<file path="src/rtl/arashi_thread_cache_mc_pkg.sv">
// Shared widths and per-channel status type for the multi-channel thread cache.
package arashi_thread_cache_pkg;

   // Upper bound on level width carried in the status struct.
   localparam int unsigned MAX_LVL_W = 16;

   // Channel-index width; at least one bit even for a single channel.
   function automatic int unsigned ch_w(input int unsigned num_ch);
      return (num_ch > 1) ? $clog2(num_ch) : 1;
   endfunction

   // Occupancy width able to represent 0..depth inclusive.
   function automatic int unsigned lvl_w(input int unsigned depth);
      return $clog2(depth + 1);
   endfunction

   typedef struct packed {
      logic [MAX_LVL_W-1:0] level;
      logic                 last_id;
      logic                 avail;
   } ch_status_t;

endpackage

</file>
<file path="src/rtl/arashi_thread_cache_mc_if.sv">
// Write/read bus of the multi-channel thread cache.
interface arashi_thread_cache_mc_if
   import arashi_thread_cache_pkg::*;
#(
   parameter int unsigned DATA_WIDTH = 32,
   parameter int unsigned DEPTH      = 4,
   parameter int unsigned NUM_CH     = 2
);
   localparam int unsigned CH_W  = ch_w(NUM_CH);
   localparam int unsigned LVL_W = lvl_w(DEPTH);

   logic [NUM_CH-1:0]            w_ena;
   logic [NUM_CH-1:0]            w_id;
   logic [NUM_CH*DATA_WIDTH-1:0] data_in;
   logic [NUM_CH-1:0]            w_ready;
   logic                         r_ena;
   logic [DATA_WIDTH-1:0]        data_out;
   logic                         data_valid;
   logic [CH_W-1:0]              data_ch;
   logic [NUM_CH*LVL_W-1:0]      level;
   logic [NUM_CH-1:0]            avail;
   logic                         avail_any;

   modport master (
      output w_ena, w_id, data_in, r_ena,
      input  w_ready, data_out, data_valid, data_ch, level, avail, avail_any
   );

   modport slave (
      input  w_ena, w_id, data_in, r_ena,
      output w_ready, data_out, data_valid, data_ch, level, avail, avail_any
   );

endinterface

</file>
<file path="src/rtl/arashi_thread_cache_fifo.sv">
// One toggle-handshake write queue with occupancy and lookahead availability.
module arashi_thread_cache_fifo
   import arashi_thread_cache_pkg::*;
#(
   parameter int unsigned DATA_WIDTH = 32,
   parameter int unsigned DEPTH      = 4
) (
   input  logic                  clk,
   input  logic                  rstn,
   input  logic                  w_ena,
   input  logic                  w_id,
   input  logic [DATA_WIDTH-1:0] w_data,
   input  logic                  r_ena,
   input  logic                  grant,
   output logic                  w_ready,
   output logic [DATA_WIDTH-1:0] head,
   output logic                  nonempty,
   output ch_status_t            status
);
   localparam int unsigned IDX_W = $clog2(DEPTH);
   localparam int unsigned PTR_W = IDX_W + 1;
   localparam int unsigned LVL_W = lvl_w(DEPTH);

   logic [DATA_WIDTH-1:0] mem_q [DEPTH];
   logic [DATA_WIDTH-1:0] mem_d [DEPTH];
   logic [PTR_W-1:0]      wr_ptr_q, wr_ptr_d;
   logic [PTR_W-1:0]      rd_ptr_q, rd_ptr_d;
   logic [LVL_W-1:0]      level_q, level_d;
   logic                  last_id_q, last_id_d;
   logic                  w_ready_q, w_ready_d;
   logic                  accept;
   logic                  avail;

   // Accept decision, storage/pointer/level next state and lookahead flag.
   always_comb begin
      mem_d     = mem_q;
      wr_ptr_d  = wr_ptr_q;
      rd_ptr_d  = rd_ptr_q;
      last_id_d = last_id_q;
      accept    = w_ena & (w_id != last_id_q) & (level_q < LVL_W'(DEPTH));
      w_ready_d = accept;
      if (accept) begin
         mem_d[wr_ptr_q[IDX_W-1:0]] = w_data;
         wr_ptr_d                   = wr_ptr_q + 1'b1;
         last_id_d                  = w_id;
      end
      if (grant) begin
         rd_ptr_d = rd_ptr_q + 1'b1;
      end
      level_d = level_q + LVL_W'(accept) - LVL_W'(grant);
      if (level_q == '0) begin
         avail = accept;
      end else if (level_q == LVL_W'(1)) begin
         avail = ~(r_ena & grant);
      end else begin
         avail = 1'b1;
      end
   end

   // State registers with synchronous active-low clear.
   always_ff @(posedge clk) begin
      if (!rstn) begin
         for (int unsigned i = 0; i < DEPTH; i++) begin
            mem_q[i] <= '0;
         end
         wr_ptr_q  <= '0;
         rd_ptr_q  <= '0;
         level_q   <= '0;
         last_id_q <= 1'b0;
         w_ready_q <= 1'b0;
      end else begin
         mem_q     <= mem_d;
         wr_ptr_q  <= wr_ptr_d;
         rd_ptr_q  <= rd_ptr_d;
         level_q   <= level_d;
         last_id_q <= last_id_d;
         w_ready_q <= w_ready_d;
      end
   end

   assign w_ready        = w_ready_q;
   assign head           = mem_q[rd_ptr_q[IDX_W-1:0]];
   assign nonempty       = (wr_ptr_q != rd_ptr_q);
   assign status.level   = MAX_LVL_W'(level_q);
   assign status.last_id = last_id_q;
   assign status.avail   = avail;

endmodule

</file>
<file path="src/rtl/arashi_thread_cache_mc.sv">
// Multi-channel thread cache: per-channel queues drained by one round-robin read port.
module arashi_thread_cache_mc
   import arashi_thread_cache_pkg::*;
#(
   parameter int unsigned DATA_WIDTH = 32,
   parameter int unsigned DEPTH      = 4,
   parameter int unsigned NUM_CH     = 2
) (
   input logic                    clk,
   input logic                    rstn,
   arashi_thread_cache_mc_if.slave bus
);
   localparam int unsigned CH_W  = ch_w(NUM_CH);
   localparam int unsigned LVL_W = lvl_w(DEPTH);

   logic [DATA_WIDTH-1:0] head [NUM_CH];
   ch_status_t            status [NUM_CH];
   logic [NUM_CH-1:0]     nonempty;
   logic [NUM_CH-1:0]     grant_vec;
   logic [NUM_CH-1:0]     avail_vec;
   logic                  grant_found;
   logic [CH_W-1:0]       grant_ch;
   int unsigned           cand;

   logic [CH_W-1:0]       rr_q, rr_d;
   logic [DATA_WIDTH-1:0] data_out_q, data_out_d;
   logic                  data_valid_q, data_valid_d;
   logic [CH_W-1:0]       data_ch_q, data_ch_d;

   for (genvar c = 0; c < NUM_CH; c++) begin : g_ch
      logic ch_unused;

      arashi_thread_cache_fifo #(
         .DATA_WIDTH (DATA_WIDTH),
         .DEPTH      (DEPTH)
      ) u_fifo (
         .clk      (clk),
         .rstn     (rstn),
         .w_ena    (bus.w_ena[c]),
         .w_id     (bus.w_id[c]),
         .w_data   (bus.data_in[c*DATA_WIDTH +: DATA_WIDTH]),
         .r_ena    (bus.r_ena),
         .grant    (grant_vec[c]),
         .w_ready  (bus.w_ready[c]),
         .head     (head[c]),
         .nonempty (nonempty[c]),
         .status   (status[c])
      );

      assign bus.level[c*LVL_W +: LVL_W] = status[c].level[LVL_W-1:0];
      assign avail_vec[c]                = status[c].avail;
      assign ch_unused = ^{status[c].level[MAX_LVL_W-1:LVL_W], status[c].last_id};
   end

   // Round-robin search starting one past the last granted channel.
   always_comb begin
      grant_found = 1'b0;
      grant_ch    = rr_q;
      grant_vec   = '0;
      cand        = 0;
      if (bus.r_ena) begin
         for (int unsigned i = 1; i <= NUM_CH; i++) begin
            cand = (32'(rr_q) + i) % NUM_CH;
            if (!grant_found && nonempty[CH_W'(cand)]) begin
               grant_found = 1'b1;
               grant_ch    = CH_W'(cand);
            end
         end
      end
      if (grant_found) begin
         grant_vec[grant_ch] = 1'b1;
      end
   end

   // Read-port output and round-robin pointer next state.
   always_comb begin
      data_out_d   = grant_found ? head[grant_ch] : '0;
      data_valid_d = grant_found;
      data_ch_d    = grant_found ? grant_ch : data_ch_q;
      rr_d         = grant_found ? grant_ch : rr_q;
   end

   // Output registers; RR pointer resets to the last channel so channel 0 wins first.
   always_ff @(posedge clk) begin
      if (!rstn) begin
         rr_q         <= CH_W'(NUM_CH - 1);
         data_out_q   <= '0;
         data_valid_q <= 1'b0;
         data_ch_q    <= '0;
      end else begin
         rr_q         <= rr_d;
         data_out_q   <= data_out_d;
         data_valid_q <= data_valid_d;
         data_ch_q    <= data_ch_d;
      end
   end

   assign bus.data_out   = data_out_q;
   assign bus.data_valid = data_valid_q;
   assign bus.data_ch    = data_ch_q;
   assign bus.avail      = avail_vec;
   assign bus.avail_any  = |avail_vec;

endmodule

</file>
<file path="src/flat_wrapper.sv">
// flat-port wrapper written by rule: the top's interface ports become plain ports
module arashi_thread_cache_mc_flat import arashi_thread_cache_pkg::*;
#(
   parameter int unsigned DATA_WIDTH = 32,
   parameter int unsigned DEPTH      = 4,
   parameter int unsigned NUM_CH     = 2
)
  (clk, rstn, bus_w_ena, bus_w_id, bus_data_in, bus_r_ena, bus_w_ready, bus_data_out, bus_data_valid, bus_data_ch, bus_level, bus_avail, bus_avail_any);
  arashi_thread_cache_mc_if #(.DATA_WIDTH(DATA_WIDTH), .DEPTH(DEPTH), .NUM_CH(NUM_CH)) bus_i ();
  input logic clk;
  input logic rstn;
  input wire logic [$bits(bus_i.w_ena)-1:0] bus_w_ena;
  input wire logic [$bits(bus_i.w_id)-1:0] bus_w_id;
  input wire logic [$bits(bus_i.data_in)-1:0] bus_data_in;
  input wire logic [$bits(bus_i.r_ena)-1:0] bus_r_ena;
  output wire logic [$bits(bus_i.w_ready)-1:0] bus_w_ready;
  output wire logic [$bits(bus_i.data_out)-1:0] bus_data_out;
  output wire logic [$bits(bus_i.data_valid)-1:0] bus_data_valid;
  output wire logic [$bits(bus_i.data_ch)-1:0] bus_data_ch;
  output wire logic [$bits(bus_i.level)-1:0] bus_level;
  output wire logic [$bits(bus_i.avail)-1:0] bus_avail;
  output wire logic [$bits(bus_i.avail_any)-1:0] bus_avail_any;
  assign bus_i.w_ena = bus_w_ena;
  assign bus_i.w_id = bus_w_id;
  assign bus_i.data_in = bus_data_in;
  assign bus_i.r_ena = bus_r_ena;
  assign bus_w_ready = bus_i.w_ready;
  assign bus_data_out = bus_i.data_out;
  assign bus_data_valid = bus_i.data_valid;
  assign bus_data_ch = bus_i.data_ch;
  assign bus_level = bus_i.level;
  assign bus_avail = bus_i.avail;
  assign bus_avail_any = bus_i.avail_any;
  arashi_thread_cache_mc #(.DATA_WIDTH(DATA_WIDTH), .DEPTH(DEPTH), .NUM_CH(NUM_CH)) u_core (.clk(clk), .rstn(rstn), .bus(bus_i));
endmodule
</file>
<file path="config.mk">
export PLATFORM = sky130hd
export DESIGN_NAME = arashi_thread_cache_mc_flat
export DESIGN_NICKNAME = d
export VERILOG_FILES = /design/src/rtl/arashi_thread_cache_mc_pkg.sv /design/src/rtl/arashi_thread_cache_mc_if.sv /design/src/rtl/arashi_thread_cache_fifo.sv /design/src/rtl/arashi_thread_cache_mc.sv /design/src/flat_wrapper.sv
export SDC_FILE = /design/constraint.sdc
export NUM_CORES = 1
export LEC_CHECK = 0
export CAP_MARGIN = 25
export CORE_ASPECT_RATIO = 0.75
export CORE_MARGIN = 5
export CORE_UTILIZATION = 58
export CTS_CLUSTER_SIZE = 24
export DETAILED_ROUTE_END_ITERATION = 8
export HOLD_SLACK_MARGIN = 0.05
export PLACE_DENSITY_LB_ADDON = 0.15
export SKIP_LAST_GASP = 1
export SYNTH_ARGS = -nofsm -noshare
export SYNTH_HDL_FRONTEND = slang
export SYNTH_SLANG_ARGS = --single-unit
export TNS_END_PERCENT = 100
</file>
<file path="constraint.sdc">
create_clock -name clk -period 3.5 [get_ports clk]
set_clock_uncertainty 0.1 [all_clocks]
set_input_delay 1.05 -clock clk [delete_from_list [all_inputs] [get_ports clk]]
set_output_delay 1.05 -clock clk [all_outputs]
set_load 0.1 [all_outputs]
</file>
After elaboration in Yosys (flattened, before gate mapping)
Cells that the tools add are included.
{"block": "word_totals", "out_inout_bits": 45, "word_cells": 106, "regBits": 313, "rom_bits": 0, "latch_bits": 0, "memories": 0, "ramBits": 0, "inputBits": 71}
{"block": "op_classes", "bitwise_logic": 13, "div_mod_pow": 0, "eq_ne": 6, "order_cmp": 13, "muxes": 33, "n_mul": 0, "reduce_logical": 9, "add_sub_neg": 10, "shifts": 0}
{"operator": "32-bit 2-to-1 mux", "count": 9}
{"operator": "128-bit bitwise mux", "count": 2}
{"operator": "32-bit binary-select mux with 2-bit select", "count": 2}
{"operator": "32-bit demux with 2-bit select", "count": 2}
{"operator": "1-bit 2-to-1 mux", "count": 16}
{"operator": "3-bit by 1-bit adder with 3-bit output (second input constant)", "count": 4}
{"operator": "3-bit greater-or-equal comparator (second input constant)", "count": 4}
{"operator": "2-bit NOT with 3-bit output", "count": 4}
{"operator": "3-bit by 1-bit adder with 3-bit output", "count": 2}
{"operator": "1-bit AND", "count": 6}
{"operator": "3-bit by 1-bit == test with 1-bit output (second input constant)", "count": 2}
{"operator": "3-bit zero test", "count": 2}
{"operator": "1-bit by 2-bit less-than comparator with 1-bit output (second input constant)", "count": 3}
{"operator": "3-bit by 1-bit less-than comparator with 1-bit output (second input constant)", "count": 2}
{"operator": "3-bit less-than comparator (second input constant)", "count": 2}
{"operator": "3-bit inequality test", "count": 2}
{"operator": "3-bit by 1-bit subtractor with 3-bit output", "count": 2}
{"operator": "1-bit logical AND", "count": 4}
{"operator": "1-bit adder (second input constant)", "count": 2}
{"operator": "2-bit greater-or-equal comparator (second input constant)", "count": 1}
{"operator": "2-bit 2-to-1 mux", "count": 1}
{"operator": "1-bit inequality test", "count": 2}
{"operator": "1-bit NOT", "count": 2}
{"operator": "1-bit NOT with 2-bit output", "count": 1}
{"operator": "other kinds (5)", "count": 5}

Logic depth before layout (Yosys ltp)
Gate-level depths: netlist of the first run.
{"block": "depth", "ltp_word": 19, "depth_mapped": 11, "mapped_depth_nobuf": 10}

By module
Synthesis of the first run repeated with hierarchy kept, for this count alone.
{"block": "hier_totals", "cells_unflattened": 1298, "hier_area_um2": 13770.7}
{"mod": "arashi_thread_cache_fifo", "area_each_um2": 6198.4, "seq_area_each_um2": 2782.7, "instances": 2, "cells_per_inst": 569}
{"mod": "arashi_thread_cache_mc", "area_each_um2": 1373.8, "seq_area_each_um2": 700.7, "instances": 1, "cells_per_inst": 160}

Least setup slack after synthesis of the first run
Ideal clock, no wire load.
{"block": "synth_timing", "path_type": "in2out", "startpoint": "input bus_r_ena", "endpoint": "output bus_avail_any", "path_buffers": 0, "slack_ps": -474, "arrival_ps": 2824, "cell_stages": 4, "required_time_ps": 2350, "cell_sequence": "inv_1 > a31o_2 > a21oi_4 > o2111ai_1"}
{"block": "synth_via", "elab_chain_len": 11, "elab_cells_between_ends": 17, "classes_between": "order compare: 2; mux: 9; bitwise: 4; reduce/logical: 2"}
{"item": "from (decl)", "line": "flat_wrapper.sv:15", "rtl": "input wire logic [$bits(bus_i.r_ena)-1:0] bus_r_ena;"}
{"item": "1-bit 2-to-1 mux", "line": "arashi_thread_cache_mc.sv:61", "rtl": "if (bus.r_ena) begin"}
{"item": "1-bit by 2-bit less-than comparator with 1-bit output (not written as such) or 1-bit greater-or-equal comparator (tied branches)", "line": "arashi_thread_cache_mc.sv:71", "rtl": "grant_vec[grant_ch] = 1'b1;"}
{"item": "1-bit logical AND (not written as such)", "line": "arashi_thread_cache_mc.sv:71"}
{"item": "1-bit 2-to-1 mux (not written as such)", "line": "arashi_thread_cache_mc.sv:71"}
{"item": "1-bit demux with 1-bit select"}
{"item": "2-bit 2-to-1 mux", "line": "arashi_thread_cache_mc.sv:70", "rtl": "if (grant_found) begin"}
{"item": "1-bit AND", "line": "arashi_thread_cache_fifo.sv:54", "rtl": "avail = ~(r_ena & grant);"}
{"item": "1-bit NOT", "line": "arashi_thread_cache_fifo.sv:54"}
{"item": "1-bit 2-to-1 mux", "line": "arashi_thread_cache_fifo.sv:53", "rtl": "end else if (level_q == LVL_W'(1)) begin"}
{"item": "1-bit 2-to-1 mux", "line": "arashi_thread_cache_fifo.sv:51", "rtl": "if (level_q == '0) begin"}
{"item": "2-bit OR reduction (*)", "line": "arashi_thread_cache_mc.sv:102", "rtl": "assign bus.avail_any = |avail_vec;"}
{"item": "to (decl)", "line": "flat_wrapper.sv:22", "rtl": "output wire logic [$bits(bus_i.avail_any)-1:0] bus_avail_any;"}
Mark *: on every way between the ends. The rest lies on a longest branch, timed or not.

Worst setup path in the final report of the first run
{"block": "layout_timing", "startpoint": "input bus_w_id[1]", "endpoint": "output bus_avail[1]"}
{"block": "layout_via", "elab_chain_len": 4}
{"item": "from (decl)", "line": "flat_wrapper.sv:13", "rtl": "input wire logic [$bits(bus_i.w_id)-1:0] bus_w_id;"}
{"item": "1-bit inequality test", "line": "arashi_thread_cache_fifo.sv:40", "rtl": "accept = w_ena & (w_id != last_id_q) & (level_q < LVL_W'(DEPTH));"}
{"item": "1-bit AND (2 in a row)", "line": "arashi_thread_cache_fifo.sv:40"}
{"item": "1-bit 2-to-1 mux", "line": "arashi_thread_cache_fifo.sv:51"}
{"item": "to (decl)", "line": "flat_wrapper.sv:21", "rtl": "output wire logic [$bits(bus_i.avail)-1:0] bus_avail;"}
No other way between the ends.

==> impl_metrics.env, run 1 <==
export IMPL_synth_seq_area_share_pct=48.0
export IMPL_portBuffers=115
export IMPL_routed_via_density=5.72
export IMPL_start_util_pct=59.0
export IMPL_max_slew_margin_pct=47.7
export IMPL_multiInputGateArea_um2=6300
export IMPL_grt_use_total_pct=24.7
export IMPL_clk_latency_ns=0.56
export IMPL_preCtsSetupSlack_ns=-0.463
export IMPL_netlist_area_leader_share_pct=48.0
export IMPL_async_flop_share_pct=0
export IMPL_register_area_um2=6270
export IMPL_grt_use_met2_pct=38.6
export IMPL_die_h_um=140
export IMPL_numCtsBuffers=30
export IMPL_drv_cap=0
export IMPL_ioPinCount=116
export IMPL_leakage_nw=6.43
export IMPL_drive_gt1_share_pct=15.7
export IMPL_syn_inst=1350
export IMPL_dp_cells=1689
export IMPL_wl_per_cell_um=18.6
export IMPL_path_clk_slew_ns=0.06
export IMPL_irDropWorstVdd_v=0.000438
export IMPL_synth_cell_type_count=45
export IMPL_cpPeakStageDelay_ns=0.52
export IMPL_fill_cells=1714
export IMPL_grt_max_degree=49
export IMPL_core_um2=22100
export IMPL_yosys_top_cells_count="313 x dfxtp_1, 265 x nand2_1, 161 x a21oi_1, 144 x nor2_1, 137 x mux2i_1"
export IMPL_synth_edf_count=0
export IMPL_critical_path_class="input pin to primary output"
export IMPL_outcome="complete, no violations"
export IMPL_tns_ns=0
export IMPL_synth_net_count=1435
export IMPL_grt_use_met1_pct=36.2
export IMPL_ys_ff_latch=313
export IMPL_htreeDepth=1
export IMPL_ys_dominant_reg_cell="dfxtp_1"
export IMPL_die_w_um=183
export IMPL_dieArea_um2=25600
export IMPL_post_route_period_util_pct=99.3
export IMPL_grt_pass1_wl_um=51900
export IMPL_drtAntennaViolNets=0
export IMPL_hold_viol=0
export IMPL_clock_path_buffers=3
export IMPL_gp_congestion=0.839
export IMPL_synth_most_common_cell="dfxtp_1"
export IMPL_gr_max_usage_layer="met2"
export IMPL_clockRootBuffer="clkbuf_16"
export IMPL_finalSetupViolations=0
export IMPL_cts_num_sinks=313
export IMPL_cp_data_arrival_time_ns=2.33
export IMPL_critical_path_top_delay_family="buffers and inverters"
export IMPL_powerDensity_nw_per_um2=641
export IMPL_antenna_found_initial=2
export IMPL_dr_pass1_iters=6
export IMPL_drc=0
export IMPL_slew_violations=0
export IMPL_netlist_top_cells_area="dfxtp_1 48%, mux4_2 11%, mux2i_1 11%"
export IMPL_critical_path_startpoint_type="input pin"
export IMPL_end_kind="primary output"
export IMPL_num_vias=10000
export IMPL_cp_max_fo=2
export IMPL_areaGrowthSynthToFinish_pct=20.0
export IMPL_syn_cell_area_um2=13100
export IMPL_cts_tree="done"
export IMPL_cpMaxStageDelayCell="clkdlybuf4s50_1"
export IMPL_hold_buffers=0
export IMPL_grt_pass1_vias=9779
export IMPL_hold_class="register to register"
export IMPL_dp_final_hpwl_um=20300
export IMPL_fin_cells=1750
export IMPL_wl_um=32600
export IMPL_grtUsageMet3_pct=3.73
export IMPL_drt_initial_drc_count=797
export IMPL_yosysWarnings=0
export IMPL_path_buf_inv=2
export IMPL_synth_top_area_cell="dfxtp_1"
export IMPL_required_ns=2.35
export IMPL_setup_slack_ns=0.0229
export IMPL_grt_overflow_total=0
export IMPL_final_nets=1516
export IMPL_avgSynthCellArea_um2=9.67
export IMPL_tightestPinTransition_ns=0.780
export IMPL_worstPathCellList="clkdlybuf4s50_1 > xor2_2 > nand3_2 > o211ai_1 > clkbuf_16"
export IMPL_rows=47
export IMPL_clock_fmax_ghz=0.288
export IMPL_min_period_ns=3.48
-- final timing paths --
check                                                                    start                                     endpoint  slack (ns)  depth (start not counted)
worst max-delay path                                               bus_w_id[1]                                 bus_avail[1]        0.02                          5
worst min-delay path               u_core.g_ch[0].u_fifo.mem_q[2]$_SDFFE_PN0P_  u_core.g_ch[0].u_fifo.mem_q[2]$_SDFFE_PN0P_        0.35                          2
worst max register to register  u_core.g_ch[0].u_fifo.wr_ptr_q[1]$_SDFFE_PN0P_  u_core.g_ch[0].u_fifo.level_q[2]$_SDFF_PN0_        0.77                         11
worst min register to register     u_core.g_ch[0].u_fifo.mem_q[2]$_SDFFE_PN0P_  u_core.g_ch[0].u_fifo.mem_q[2]$_SDFFE_PN0P_        0.35                          2
-- stage by stage --
step | utilization (%) | area [um2] | power [mW] | hold WS (ns)
CTS | 70.5 | 15600 | 10.0 | 0.352
global route | 70.8 | 15700 | 10.4 | 0.369
finish | 70.8 | 15700 | 10.0 | 0.353
floorplan | - | 13100 | 5.74 | 0.333
detailed placement | 65.3 | 14400 | 6.46 | 0.344
global placement | 65.3 | 14400 | 6.42 | 0.338
-- state kept, by name (all words and copies together) (netlist names) --
name / cells
u_core.bus.data_ch: 1
u_core.bus.data_out: 32
u_core.bus.data_valid: 1
u_core.g_ch.u_fifo.last_id_q: 2
u_core.g_ch.u_fifo.level_q: 6
u_core.g_ch.u_fifo.mem_q: 256
u_core.g_ch.u_fifo.rd_ptr_q: 6
u_core.g_ch.u_fifo.w_ready: 2
u_core.g_ch.u_fifo.wr_ptr_q: 6
u_core.rr_q: 1
-- worst reg2reg max path, delay by kind of cell, from the launching register on --
kind	cells	cell delay, ns
buf+inv	2	0.27
simple gates	2	0.13
flops	1	0.46
xor+xnor	4	0.65
compound gates	1	0.46
fa+ha+maj	2	0.54
-- per-layer routing --
| layer | vias to the layer above | share of wire [%] |
|---|---|---|
| met4 | 2 | 2.6 |
| met5 | - | 0.021 |
| met1 | 4864 | 46 |
| met2 | 309 | 46 |
| met3 | 63 | 6.0 |
| li1 | 4767 | - |
-- placed cells by master (no fill, tap or decap), types with 2 or more instances in the layout --
| master | n |
|---|---|
| a21oi_1 | 161 |
| and2_1 | 5 |
| and4_1 | 4 |
| buf_12 | 11 |
| buf_4 | 76 |
| bufinv_16 | 6 |
| clkbuf_1 | 5 |
| clkbuf_16 | 32 |
| clkbuf_8 | 8 |
| clkdlybuf4s50_1 | 67 |
| clkinv_2 | 5 |
| dfxtp_1 | 311 |
| dfxtp_2 | 2 |
| dlygate4sd2_1 | 2 |
| fa_1 | 2 |
| ha_1 | 12 |
| inv_1 | 11 |
| inv_2 | 2 |
| mux2i_1 | 137 |
| mux4_2 | 64 |
| nand2_1 | 265 |
| nand2b_1 | 3 |
| nand3_1 | 33 |
| nand4_1 | 4 |
| nand4b_1 | 4 |
| nor2_1 | 144 |
| o21ai_0 | 33 |
| o31ai_1 | 2 |
| xnor2_1 | 8 |
| xnor2_2 | 3 |
| xor2_1 | 2 |
| xor2_2 | 5 |
-- kinds of logic (layout without fill, tap and decap cells) --
group | count (synthesis) | count (layout) | synth area share, %
other | 0 | 1 | 0
multiplexers | 201 | 201 | 21.6
buffers and inverters | 126 | 231 | 4.32
flip-flops | 313 | 313 | 48.0
XOR/XNOR | 18 | 18 | 1.50
AO/OA/AOI/OAI | 210 | 210 | 8.69
adder cells (fa/ha/maj) | 14 | 14 | 1.46
AND/OR/NAND/NOR | 468 | 468 | 14.5
-- area by class of cell --
| cell class | instances | area share, % |
|---|---|---|
| multi-input combinational | 911 | 40.3 |
| sequential | 313 | 40.0 |
| timing repair buffer | 160 | 9.81 |
| clock buffer | 44 | 5.78 |
| tap | 294 | 2.35 |
| clock inverter | 12 | 1.36 |
| inverter | 15 | 0.392 |
| antenna | 1 | 0.0160 |
-- repair_timing --
action,CTS,global route
endpoints found under the setup margin,3,3
buffers inserted,1,2
resized for setup,7,8
gates cloned,0,0
pin swaps,3,6
-- power by group --
part | switching, mW | internal (mW)
logic | 1.63 | 0.938
clock network | 1.36 | 2.23
registers | 0.140 | 3.74
total | 3.13 | 6.91
(Power assumes the default switching activity.)
==> inputs of run 2 (changes only) <==
- CTS_CLUSTER_DIAMETER: default -> 200
==> impl_metrics.env, run 2 (synthesis results as in run 1) <==
export IMPL_drtAntennaViolNets=0
export IMPL_dp_final_hpwl_um=20300
export IMPL_fin_cells=1711
export IMPL_min_period_ns=3.48
export IMPL_n_antenna_cell=0
export IMPL_cts_tree="done"
export IMPL_placed_cell_area_um2=14400
export IMPL_core_um2=22100
export IMPL_drc=0
export IMPL_portBuffers=115
export IMPL_hold_buffers=0
export IMPL_final_area_um2=15000
export IMPL_hold_viol=0
export IMPL_gp_congestion=0.839
export IMPL_clockRootBuffer="clkbuf_16"
export IMPL_areaGrowthSynthToFinish_pct=14.8
export IMPL_register_area_um2=6270
export IMPL_numCtsBuffers=17
export IMPL_drv_cap=0
export IMPL_critical_path_startpoint_type="input pin"
export IMPL_largest_register_ffs=256
export IMPL_ioPinCount=116
export IMPL_final_common_cell="dfxtp_1"
export IMPL_irDropWorstVdd_v=0.000349
export IMPL_wl_per_cell_um=18.6
export IMPL_path_clk_slew_ns=0.09
export IMPL_fill_cells=1805
export IMPL_critical_path_class="input pin to primary output"
export IMPL_required_ns=2.35
export IMPL_grt_max_degree=49
export IMPL_grt_pass1_vias=9474
export IMPL_dr_pass1_iters=6
export IMPL_wl_um=31900
export IMPL_finalSetupViolations=0
export IMPL_grt_pass1_wl_um=50700
export IMPL_cts_num_sinks=313
export IMPL_cp_max_fo=2
export IMPL_die_w_um=183
export IMPL_htreeDepth=1
export IMPL_grt_overflow_total=0
export IMPL_max_slew_margin_pct=49.1
export IMPL_outcome="complete, no violations"
export IMPL_clock_path_buffers=3
export IMPL_layout_common_cells="311 x dfxtp_1, 265 x nand2_1, 161 x a21oi_1"
export IMPL_clk_latency_ns=0.50
export IMPL_start_util_pct=59.0
export IMPL_multiInputGateArea_um2=6300
export IMPL_top_register="u_core.g_ch.u_fifo.mem_q"
export IMPL_drive_gt1_share_pct=13.7
export IMPL_slew_violations=0
export IMPL_hold_class="register to register"
export IMPL_post_route_period_util_pct=99.3
export IMPL_drt_initial_drc_count=777
export IMPL_rows=47
export IMPL_utilization_pct=67.8
export IMPL_leakage_nw=6.10
export IMPL_clock_fmax_ghz=0.288
export IMPL_grt_use_total_pct=24.1
export IMPL_die_h_um=140
export IMPL_antenna_found_initial=1
export IMPL_routed_via_density=5.73
export IMPL_dp_cells=1689
export IMPL_dieArea_um2=25600
export IMPL_power_total_mw=8.48
export IMPL_tightestPinTransition_ns=0.759
export IMPL_end_kind="primary output"
export IMPL_final_nets=1501
export IMPL_powerDensity_nw_per_um2=566
export IMPL_num_vias=9805
export IMPL_cp_data_arrival_time_ns=2.33
==> run 2: final timing paths <==
kind,end,cells after the start,slack [ns],start
worst max-delay path,bus_avail[1],5,0.02,bus_w_id[1]
worst min-delay path,u_core.g_ch[0].u_fifo.mem_q[51]$_SDFFE_PN0P_,2,0.36,u_core.g_ch[0].u_fifo.mem_q[51]$_SDFFE_PN0P_
worst max register to register,u_core.g_ch[0].u_fifo.level_q[2]$_SDFF_PN0_,11,0.74,u_core.g_ch[0].u_fifo.wr_ptr_q[1]$_SDFFE_PN0P_
worst min register to register,u_core.g_ch[0].u_fifo.mem_q[51]$_SDFFE_PN0P_,2,0.36,u_core.g_ch[0].u_fifo.mem_q[51]$_SDFFE_PN0P_
==> run 2: worst max-delay path, cell delays in order <==
cell	delay (ns)
clkdlybuf4s50_1	0.52
xor2_2	0.20
nand3_2	0.13
o211ai_1	0.16
clkbuf_16	0.26
==> run 2: repair_timing <==
item	in CTS	in global routing
pin swaps	3	4
endpoints found under the setup margin	3	3
resized for setup	7	7
buffers inserted	1	0
==> run 2: per-layer routing <==
| layer | share of wire [%] | global-route usage, % |
|---|---|---|
| met1 | 46 | 36.0 |
| met2 | 46 | 38.0 |
| met3 | 6.1 | 3.32 |
| met4 | 1.8 | 4.82 |
| met5 | 0.022 | 0 |
==> run 2: layout make-up <==
type | count | share of cell area [%]
clock buffers | 18 | 2.86
clock inverters | 2 | 0.259
multi-input cells | 911 | 42.0
inverters | 15 | 0.409
flip-flops and latches | 313 | 41.8
well taps | 294 | 2.46
repair buffers | 158 | 10.1
==> run 2: through the flow <==
stage | setup TNS [ns] | setup WS [ns] | hold slack, ns
global route | -0.0229 | -0.0123 | 0.374
global placement | -1.13 | -0.461 | 0.338
CTS | -0.0800 | -0.0800 | 0.357
finish | 0 | 0.0234 | 0.356
floorplan | 0 | 0.111 | 0.333
detailed placement | -1.19 | -0.463 | 0.344
==> run 2: power by group <==
group	internal, mW	switching, mW	leakage [nW]
sequential	3.74	0.138	2.53
combinational	0.928	1.62	3.34
clock	0.902	1.15	0.227
total	5.57	2.91	6.10
==> inputs of run 3 (changes only) <==
- CORE_UTILIZATION: 58 -> 52
- SKIP_CTS_REPAIR_TIMING: default -> 1
- clock period: 3.5 -> 3.06 ns (I/O delays scaled with it)
==> impl_metrics.env, run 3 (synthesis results as in run 1) <==
export IMPL_p_sw_mw=3.37
export IMPL_largest_register_ffs=256
export IMPL_drc=0
export IMPL_clock_path_buffers=3
export IMPL_grt_pass1_vias=9751
export IMPL_drv_cap=0
export IMPL_power_frac_comb_pct=30.8
export IMPL_leakage_nw=6.28
export IMPL_clk_latency_ns=0.51
export IMPL_antenna_found_initial=1
export IMPL_grt_pass1_wl_um=53800
export IMPL_tightestPinTransition_ns=0.842
export IMPL_setup_slack_ns=-0.113
export IMPL_layout_common_cells="308 x dfxtp_1, 265 x nand2_1, 161 x a21oi_1"
export IMPL_required_ns=2.04
export IMPL_dp_cells=1748
export IMPL_cts_tree="done"
export IMPL_hold_class="register to register"
export IMPL_r2r_start="u_core.g_ch[0].u_fifo.wr_ptr_q[0]$_SDFFE_PN0P_"
export IMPL_die_h_um=147
export IMPL_hold_path_end="u_core.g_ch[0].u_fifo.mem_q[125]$_SDFFE_PN0P_"
export IMPL_portBuffers=115
export IMPL_final_common_cell="dfxtp_1"
export IMPL_wl_um=33400
export IMPL_post_route_period_util_pct=104
export IMPL_grt_use_total_pct=23.4
export IMPL_drive_gt1_share_pct=15.0
export IMPL_utilization_pct=61.8
export IMPL_num_vias=9880
export IMPL_min_from="u_core.g_ch[0].u_fifo.mem_q[125]$_SDFFE_PN0P_"
export IMPL_swShare_pct=34.3
export IMPL_rows=50
export IMPL_max_slew_margin_pct=43.7
export IMPL_regToRegEndpoint="u_core.g_ch[1].u_fifo.level_q[2]$_SDFF_PN0_"
export IMPL_gp_congestion=0.788
export IMPL_placed_cell_area_um2=14800
export IMPL_whs_ns=0.356
export IMPL_finalSetupViolations=2
export IMPL_fin_cells=1774
export IMPL_critical_path_startpoint_type="input pin"
export IMPL_top_register="u_core.g_ch.u_fifo.mem_q"
export IMPL_dp_final_hpwl_um=21200
export IMPL_routed_via_density=5.57
export IMPL_power_total_mw=9.83
export IMPL_drt_initial_drc_count=752
export IMPL_clkPwrFrac_pct=23.9
export IMPL_dieArea_um2=28400
export IMPL_grt_overflow_total=0
export IMPL_reg2reg_setup_slack_ns=0.50
export IMPL_final_nets=1521
export IMPL_irDropWorstVdd_v=0.000964
export IMPL_rsz0062_at_grt="true"
export IMPL_reg2reg_depth=10
export IMPL_cp_data_arrival_time_ns=2.16
export IMPL_cp_max_fo=2
export IMPL_end_kind="primary output"
export IMPL_path_clk_slew_ns=0.09
export IMPL_core_um2=24800
export IMPL_tns_ns=-0.193
export IMPL_die_w_um=193
export IMPL_p_int_mw=6.46
export IMPL_clockRootBuffer="clkbuf_16"
export IMPL_hold_depth=2
export IMPL_cts_num_sinks=313
export IMPL_areaGrowthSynthToFinish_pct=17.7
export IMPL_outcome="finished with violations"
export IMPL_drtAntennaViolNets=0
export IMPL_dr_pass1_iters=5
export IMPL_numCtsBuffers=17
export IMPL_final_area_um2=15400
export IMPL_critical_path_class="input pin to primary output"
export IMPL_slew_violations=0
export IMPL_powerDensity_nw_per_um2=640
export IMPL_min_period_ns=3.17
export IMPL_clock_fmax_ghz=0.315
export IMPL_hold_viol=0
export IMPL_start_util_pct=52.5
export IMPL_ioPinCount=116
export IMPL_failed_checks="setup timing"
export IMPL_htreeDepth=1
export IMPL_wl_per_cell_um=18.8
export IMPL_preCtsSetupSlack_ns=-0.475
export IMPL_n_antenna_cell=0
export IMPL_grt_max_degree=36
export IMPL_pwr_share_seq_pct=45.2
==> run 3: cell types whose count changed in the layout (fill, tap and decap cells not counted), sizes merged <==
| cell | previous run | this run |
|---|---|---|
| dlymetal6s2s | 0 | 3 |
| buf | 87 | 108 |
| clkdlybuf4s50 | 67 | 66 |
| dlygate4sd2 | 2 | 0 |
| inv | 15 | 14 |
| clkbuf | 20 | 19 |
==> run 3: worst max path at each step <==
stage	from	endpoint	slack, ns	cells after the start
2_1_floorplan	bus_w_ena[0]	bus_avail_any	0.01	4
3_3_place_gp	bus_w_id[0]	bus_avail_any	-0.46	7
3_5_place_dp	bus_w_id[0]	bus_avail_any	-0.47	7
4_1_cts	bus_w_id[0]	bus_avail_any	-0.49	7
5_1_grt	u_core.g_ch[0].u_fifo.wr_ptr_q[0]$_SDFFE_PN0P_	bus_avail[1]	-0.17	5
6_report	bus_w_id[0]	bus_avail_any	-0.11	7
==> run 3: metal layers <==
metal / global-route usage [%] / wire [um] / share of wire (%) / vias up
li1: - / - / - / 4757
met1: 35.2 / 15600 / 47 / 4832
met2: 36.9 / 15300 / 46 / 257
met3: 3.06 / 1910 / 5.7 / 32
met4: 3.82 / 544 / 1.6 / 2
met5: 0 / 13 / 0.039 / -
==> run 3: area by class of cell <==
class | instances | area (um2)
clock inverter | 1 | 30.0
tap | 338 | 423
inverter | 15 | 63.8
timing repair buffer | 178 | 1840
multi-input combinational | 911 | 6290
fill | 2115 | 9480
clock buffer | 18 | 429
sequential | 313 | 6280
==> run 3: critical path, cell delays in order <==
cell       delay [ns]
buf_8            0.10
xor2_2           0.14
a2111o_1         0.44
o31ai_2          0.07
buf_4            0.18
o2111ai_4        0.11
buf_12           0.19
==> run 3: power groups by stage <==
stage / logic (mW) / registers, mW / clock network (mW)
after floorplan: 1.71 / 4.86 / 0
after global placement: 2.97 / 4.52 / 0
after detailed placement: 2.99 / 4.53 / 0
after CTS: 3.00 / 4.44 / 2.40
after global routing: 3.24 / 4.47 / 2.56
final: 3.03 / 4.44 / 2.35
